==> config.mk <==
export PLATFORM = sky130hd
export DESIGN_NAME = acl_tx_scheduler
export DESIGN_NICKNAME = d
export VERILOG_FILES = /design/src/rtl/acl_tx_scheduler.sv
export SDC_FILE = /design/constraint.sdc
export NUM_CORES = 1
export LEC_CHECK = 0
export BUFFER_PORTS_ARGS = -buffer_cell sky130_fd_sc_hd__clkbuf_2
export CORE_ASPECT_RATIO = 1.4
export CORE_UTILIZATION = 25
export CTS_BUF_LIST = sky130_fd_sc_hd__clkbuf_4
export DETAILED_ROUTE_END_ITERATION = 10
export PLACE_DENSITY = 0.42
export SLEW_MARGIN = 20
export SYNTH_ARGS = -nofsm -noshare
export SYNTH_HDL_FRONTEND = slang
export SYNTH_SLANG_ARGS = --single-unit
==> constraint.sdc <==
create_clock -name clk_6M -period 7.2 [get_ports clk_6M]
set_input_delay 0.36 -clock clk_6M [delete_from_list [all_inputs] [get_ports clk_6M]]
set_output_delay 0.36 -clock clk_6M [all_outputs]
set_load 0.03 [all_outputs]
==> src/rtl/acl_tx_scheduler.sv <==
// acl_tx_scheduler
// Master-side per-slot ACL transmit scheduler. On every master TX slot
// opportunity it picks the LT_ADDR (1..7) to address and the packet type,
// in priority order: ARQ retransmissions, expired poll timers, fresh data.
// Each class is searched round-robin from a shared pointer. Multi-slot packets
// hold the scheduler off for the slots they occupy.
//
// Optional feature macro: SCHED_POLL_EN
//   defined   : per-link poll counters and the poll-expired class exist
//   undefined : only retransmission and data classes, POLL never generated
//
// Ports:
//   clk_6M, rstz          clock, async active-low reset
//   regi_isMaster         device is piconet master
//   regi_sched_en         scheduler enable
//   regi_active_lt[7:1]   connected LT_ADDRs
//   regi_txdatready[7:1]  ACL payload queued per LT_ADDR
//   regi_packet_type      packet type for data packets
//   regi_tpoll            poll interval in TX opportunities
//   srcFLOW[7:1]          remote link accepts data (GO)
//   retx_pend[7:1]        last data packet NAKed, must be resent
//   ms_tslot_p            pulse at start of each master TX slot
//   connsnew              new-connection pulse, soft reset
//   sched_valid_p         one-clk pulse, decision valid
//   sched_lt_addr         addressed LT_ADDR (held)
//   sched_pktype          packet type (held)
//   sched_retx            decision is a retransmission (held)
//   sched_busy            multi-slot holdoff in progress
module acl_tx_scheduler #(
  parameter int unsigned TPOLL_W = 8
) (
  input  logic               clk_6M,
  input  logic               rstz,
  input  logic               regi_isMaster,
  input  logic               regi_sched_en,
  input  logic [7:0]         regi_active_lt,
  input  logic [7:0]         regi_txdatready,
  input  logic [3:0]         regi_packet_type,
  input  logic [TPOLL_W-1:0] regi_tpoll,
  input  logic [7:0]         srcFLOW,
  input  logic [7:0]         retx_pend,
  input  logic               ms_tslot_p,
  input  logic               connsnew,
  output logic               sched_valid_p,
  output logic [2:0]         sched_lt_addr,
  output logic [3:0]         sched_pktype,
  output logic               sched_retx,
  output logic               sched_busy
);

  typedef enum logic [1:0] {IDLE, READY, ISSUE, HOLD} state_t;

  state_t     state_q, state_d;
  logic [2:0] ptr_q, ptr_d;
  logic [1:0] hold_q, hold_d;
  logic       valid_d;
  logic [2:0] lt_d;
  logic [3:0] pktype_d;
  logic       retx_d;
  logic       busy_d;

  logic       run;
  logic [7:1] act;
  logic [7:1] c1_mask;
  logic [7:1] c3_mask;
  logic [3:0] pick1;
  logic [3:0] pick3;
  logic       win_found;
  logic [2:0] win_lt;
  logic [3:0] win_pk;
  logic       win_retx;
  logic       grant;

  // Round-robin search from ptr upward, wrapping 7->1; returns {found, idx}.
  function automatic logic [3:0] rr_pick(input logic [7:1] mask, input logic [2:0] ptr);
    logic [3:0] res;
    logic [2:0] idx;
    res = 4'd0;
    idx = ptr;
    for (int k = 0; k < 7; k++) begin
      if (!res[3] && mask[idx]) res = {1'b1, idx};
      idx = (idx == 3'd7) ? 3'd1 : idx + 3'd1;
    end
    return res;
  endfunction

  // Slot opportunities to skip after a grant: (N-1)/2 for an N-slot packet.
  function automatic logic [1:0] holdoff_of(input logic [3:0] pk);
    logic [1:0] h;
    case (pk)
      4'ha, 4'hb: h = 2'd1;
      4'he, 4'hf: h = 2'd2;
      default:    h = 2'd0;
    endcase
    return h;
  endfunction

  assign run     = regi_isMaster & regi_sched_en & ~connsnew;
  assign act     = regi_active_lt[7:1];
  assign c1_mask = act & retx_pend[7:1] & srcFLOW[7:1];
  assign c3_mask = act & regi_txdatready[7:1] & srcFLOW[7:1];
  assign pick1   = rr_pick(c1_mask, ptr_q);
  assign pick3   = rr_pick(c3_mask, ptr_q);

`ifdef SCHED_POLL_EN
  localparam logic [3:0] PKT_POLL = 4'h1;

  logic [7:1][TPOLL_W-1:0] cnt_q, cnt_d;
  logic [7:1]              c2_mask;
  logic [3:0]              pick2;
  logic                    tick;

  // Expired-poll candidates.
  always_comb begin
    c2_mask = '0;
    for (int n = 1; n <= 7; n++) begin
      c2_mask[3'(n)] = act[3'(n)] && (cnt_q[3'(n)] == '0);
    end
  end

  assign pick2 = rr_pick(c2_mask, ptr_q);
  assign tick  = run && ms_tslot_p && (state_q == READY || state_q == HOLD);
`endif

  // Class priority: retransmission, then poll-expired, then data.
  always_comb begin
    win_found = 1'b0;
    win_lt    = ptr_q;
    win_pk    = regi_packet_type;
    win_retx  = 1'b0;
    if (pick1[3]) begin
      win_found = 1'b1;
      win_lt    = pick1[2:0];
      win_retx  = 1'b1;
    end
`ifdef SCHED_POLL_EN
    else if (pick2[3]) begin
      win_found = 1'b1;
      win_lt    = pick2[2:0];
      win_pk    = c3_mask[pick2[2:0]] ? regi_packet_type : PKT_POLL;
    end
`endif
    else if (pick3[3]) begin
      win_found = 1'b1;
      win_lt    = pick3[2:0];
    end
  end

  assign grant = run && (state_q == READY) && ms_tslot_p && win_found;

  // FSM next-state and registered-output next values.
  always_comb begin
    state_d  = state_q;
    ptr_d    = ptr_q;
    hold_d   = hold_q;
    valid_d  = 1'b0;
    lt_d     = sched_lt_addr;
    pktype_d = sched_pktype;
    retx_d   = sched_retx;
    if (!run) begin
      state_d = IDLE;
      ptr_d   = 3'd1;
      hold_d  = 2'd0;
    end else begin
      case (state_q)
        IDLE:  state_d = READY;
        READY: begin
          if (ms_tslot_p) begin
            state_d = ISSUE;
            hold_d  = 2'd0;
            if (win_found) begin
              valid_d  = 1'b1;
              lt_d     = win_lt;
              pktype_d = win_pk;
              retx_d   = win_retx;
              ptr_d    = (win_lt == 3'd7) ? 3'd1 : win_lt + 3'd1;
              // Holdoff is latched here, so later packet type changes don't affect it.
              hold_d   = holdoff_of(win_pk);
            end
          end
        end
        ISSUE: state_d = (hold_q != 2'd0) ? HOLD : READY;
        HOLD: begin
          if (ms_tslot_p) begin
            hold_d = hold_q - 2'd1;
            // The pulse that drains the holdoff is consumed, not arbitrated.
            if (hold_q <= 2'd1) state_d = READY;
          end
        end
        default: state_d = IDLE;
      endcase
    end
    busy_d = (state_d == HOLD);
  end

`ifdef SCHED_POLL_EN
  // Poll counters: reload in IDLE and for inactive links, saturating decrement
  // per slot, and a grant reload overrides the decrement of the same cycle.
  always_comb begin
    cnt_d = cnt_q;
    for (int n = 1; n <= 7; n++) begin
      if (!run || state_q == IDLE || !act[3'(n)]) begin
        cnt_d[3'(n)] = regi_tpoll;
      end else if (tick && cnt_q[3'(n)] != '0) begin
        cnt_d[3'(n)] = cnt_q[3'(n)] - TPOLL_W'(1);
      end
    end
    if (grant) cnt_d[win_lt] = regi_tpoll;
  end

  // Counters reset to zero; the IDLE state that follows reset loads regi_tpoll
  // before any arbitration can observe them.
  always_ff @(posedge clk_6M or negedge rstz) begin
    if (!rstz) cnt_q <= '0;
    else       cnt_q <= cnt_d;
  end
`endif

  // State and output registers.
  always_ff @(posedge clk_6M or negedge rstz) begin
    if (!rstz) begin
      state_q       <= IDLE;
      ptr_q         <= 3'd1;
      hold_q        <= 2'd0;
      sched_valid_p <= 1'b0;
      sched_lt_addr <= 3'd0;
      sched_pktype  <= 4'd0;
      sched_retx    <= 1'b0;
      sched_busy    <= 1'b0;
    end else begin
      state_q       <= state_d;
      ptr_q         <= ptr_d;
      hold_q        <= hold_d;
      sched_valid_p <= valid_d;
      sched_lt_addr <= lt_d;
      sched_pktype  <= pktype_d;
      sched_retx    <= retx_d;
      sched_busy    <= busy_d;
    end
  end

  // LT_ADDR 0 is never scheduled, so bit 0 of the per-link vectors is unused.
  logic unused_bits;
`ifdef SCHED_POLL_EN
  assign unused_bits = ^{regi_active_lt[0], regi_txdatready[0], srcFLOW[0], retx_pend[0]};
`else
  assign unused_bits = ^{regi_active_lt[0], regi_txdatready[0], srcFLOW[0], retx_pend[0],
                         regi_tpoll, grant};
`endif

endmodule

==> qor.log <==
INFO  outcome        outcome=finished with violations
INFO  outcome        failed_checks=DRC, hold timing
INFO  clock_tree     path_clk_slew=100ps
INFO  grt            first_global_vias=3409
INFO  finish         finalCoreUtilization=0.285
INFO  yosys          ys_seq_elements=17
INFO  grt            antenna_found_initial=0
INFO  detailed_routing vias_per_cell=6.06
INFO  sta            fin_tns_setup=0ps
INFO  clock_tree     cts_resized=0
INFO  yosys          postSynthCellCount=399
INFO  sta            rsz0062_at_grt=no
INFO  grt            first_pass_grt_wire_length=18.9mm
INFO  power          internal_power=0.000204W
INFO  finish         final.fill_count=1368
INFO  floorplanning  pin_count=60
INFO  clock_tree     clock_tree_from_tritoncts=yes
INFO  clock_tree     postCtsSetupBuffers=0
INFO  detailed_routing count_of_unresolved_drc_violations_after_routing=12
INFO  detailed_routing drt_iter0_drc=250
INFO  power          power.sequential.fraction=0.308
INFO  sta            timing.clock.skew=5.72ps
INFO  critical_path  cp_data_required_time=7410ps
INFO  finish         area.growth.synth_to_final=10.6%
INFO  finish         nets=496
INFO  power          power-per-cell-area=100nW/um^2
INFO  clock_tree     clk_root_buffer_cell=clkbuf_4
INFO  sta            slew_viol_final=0
INFO  critical_path  cp_max_fanout=19
INFO  yosys          syn_avg_cell_area=8.03squm
INFO  sta            fmax=155MHz
INFO  place          place_congestion=0.880
INFO  worst_hold_path hp-class=primary input to asynchronous set/reset pin
INFO  place          detailed_place_hpwl=9.27mm
INFO  detailed_routing wire_per_inst=20.7um
INFO  yosys          post-synth-top-area-fraction=0.125
INFO  critical_path  crit_arrival=6660ps
INFO  sta            min_period=6450ps
INFO  sta            final-hold-violation-count=7
INFO  sta            post-route-period-util=0.896
INFO  yosys          synth_ff_type=dfrtp_1
INFO  critical_path  worst_setup_path_end_kind=flop
INFO  yosys          synth-edff-count=0
INFO  clock_tree     clock_sink_count=17
INFO  floorplanning  initial_standard_cell_utilization_of_the_core=0.258
INFO  finish         finish.instance_area=3540squm
INFO  finish         drive_above_1_share=0.228
INFO  yosys          ys_top_cells_by_count=nand2_1, nor2_1, a21oi_1, nand3_1, o21ai_0
INFO  yosys          synth.distinct_cells=84
INFO  power          power.static_leakage=1.48nW
INFO  critical_path  criticalPathCategory=flop to flop
INFO  clock_tree     cts_max_path_buffers=2
INFO  detailed_routing drtPass1Iterations=8
INFO  power          ir_worst_vdd=0.0531mV
INFO  yosys          synth-seq-area-share=0.133
INFO  power          power.net_switching=0.000150W
INFO  finish         diodes=0
INFO  clock_tree     clkLatencyLatePin=280ps
INFO  grt            groute.usage.overall=0.181
INFO  yosys          synth_top_area_cell=dfrtp_1
INFO  place          portBuffers=47
INFO  yosys          ys_async_sr_fraction=1.00
INFO  sta            holdWs=-8.05ps
INFO  sta            worst_slew_pin_slew=801ps
INFO  floorplanning  floorplan.core_area=12400squm
INFO  power          p_sw_frac=0.424
INFO  yosys          cell_types_with_the_largest_area_share_after_synthesis=dfrtp_1, ha_1, mux4_2
INFO  power          pwr-share-clk=0.150
INFO  sta            layout_setup_ws=748ps
INFO  floorplanning  die_height=136um
INFO  place          detailed_place.area=3510squm
INFO  yosys          synth.cell_area=3200squm
INFO  detailed_routing drt_wl_total=12.0mm
INFO  sta            setup_viol=0
INFO  critical_path  cp-start-kind=flop
INFO  yosys          postSynthNetCount=464
INFO  yosys          synthesis.yosys.warnings=0
INFO  floorplanning  core.rowCount=48
INFO  detailed_routing vias=3517
INFO  clock_tree     cts_hold_repair.buffers=0
INFO  grt            gr-total-overflow=0
INFO  detailed_routing antenna_left=0
INFO  place          detailedPlace.worstSlack=855ps
INFO  clock_tree     ctsHtreeMaxLevel=1
INFO  grt            grt_max_degree=22
INFO  power          combPwrFrac=0.543
INFO  sta            worst_slew_margin_rel=0.466
INFO  floorplanning  dieArea=13300squm
INFO  floorplanning  die_width=97.7um
INFO  flow_run       max_cap_violations=0
INFO  clock_tree     cts_inserted_buffers=3
[critical path, stage by stage, from the launching register on]
cell and delay (ps):
dfstp_2 830, ha_1 230, ha_1 190, nand2b_4 320, inv_8 130, ha_1 230
ha_1 200, a21oi_2 590, inv_2 290, ha_1 380, inv_1 210, a21oi_1 110
a221oi_4 630, mux2i_1 250, o211a_1 230, nor3_1 60, mux2_2 290, a22oi_1 300
nand2_1 110, ha_1 210, ha_1 190, nand3b_1 170, a21oi_1 190
[path summary, 6_finish.rpt]
kind	from	end	slack (ps)	depth (start not counted)
hold / removal	rstz	sched_pktype[0]	-8	1
max in group asynchronous	rstz	ptr_q[0]	6880	1
setup / recovery	ptr_q[0]	ptr_q[1]	750	22
hold reg to reg	sched_pktype[3]	sched_pktype[3]	510	1
setup reg to reg	ptr_q[0]	ptr_q[1]	750	22
min in group clk_6M	regi_packet_type[0]	sched_pktype[0]	300	2
[flip-flops by register name, indices dropped and copies added, names as in the netlist]
| register | cells |
|---|---|
| sched_retx | 1 |
| hold_q | 2 |
| sched_lt_addr | 3 |
| state_q | 2 |
| ptr_q | 3 |
| sched_pktype | 4 |
| sched_busy | 1 |
| sched_valid_p | 1 |
[layout by cell type, fill, tap and decap left out, types with 7 or more instances in the layout]
cell / netlist / routed
nor2_1: 29 / 29
ha_1: 15 / 15
nand2_1: 29 / 29
o211ai_1: 15 / 15
a211oi_1: 11 / 11
mux4_2: 7 / 7
o21ai_0: 20 / 20
nor3_1: 18 / 18
a31oi_1: 7 / 7
o31ai_1: 7 / 7
and3_1: 17 / 17
buf_4: 1 / 7
mux2_4: 7 / 7
mux2i_1: 15 / 15
clkbuf_2: 0 / 47
a21oi_1: 22 / 22
nand3_1: 22 / 22
inv_1: 15 / 15
dfrtp_1: 16 / 16
[cell families after synthesis]
kind of cell | count (synthesis) | share of synthesized area
AO/OA/AOI/OAI | 140 | 0.342
XOR/XNOR | 3 | 0.00820
adder cells (fa/ha/maj) | 15 | 0.0586
buffers and inverters | 49 | 0.0808
flip-flops | 17 | 0.133
multiplexers | 30 | 0.132
AND/OR/NAND/NOR | 145 | 0.244
[per-stage QoR]
step,std cells,total power (W)
after floorplan,399,0.000243
after global placement,576,0.000300
after detailed placement,576,0.000301
after CTS,580,0.000356
after global routing,580,0.000380
final,580,0.000354
[layout make-up]
cell class              instances  area (sq um)  share of cell area
multi-input cells             333          2520               0.711
repair buffers                 54           288              0.0812
clock buffers                   4          30.0             0.00847
well taps                     150           188              0.0530
flip-flops and latches         17           427               0.120
inverters                      22          92.6              0.0261
[power groups by stage]
stage | clock [W] | sequential (W) | combinational, W
floorplan | 0 | 0.000127 | 0.000116
global placement | 0 | 0.000111 | 0.000189
detailed placement | 0 | 0.000111 | 0.000190
CTS | 0.0000557 | 0.000109 | 0.000191
global route | 0.0000611 | 0.000110 | 0.000209
finish | 0.0000531 | 0.000109 | 0.000192
[per-layer routing]
layer	share of wire	up-vias	routed length (um)	track usage
li1	-	1644	-	-
met1	0.42	1732	5050	0.218
met2	0.52	121	6200	0.337
met3	0.040	20	481	0.0134
met4	0.022	0	258	0.0648
met5	0	-	0	0
No activity file was read; power rests on OpenSTA's default activity.
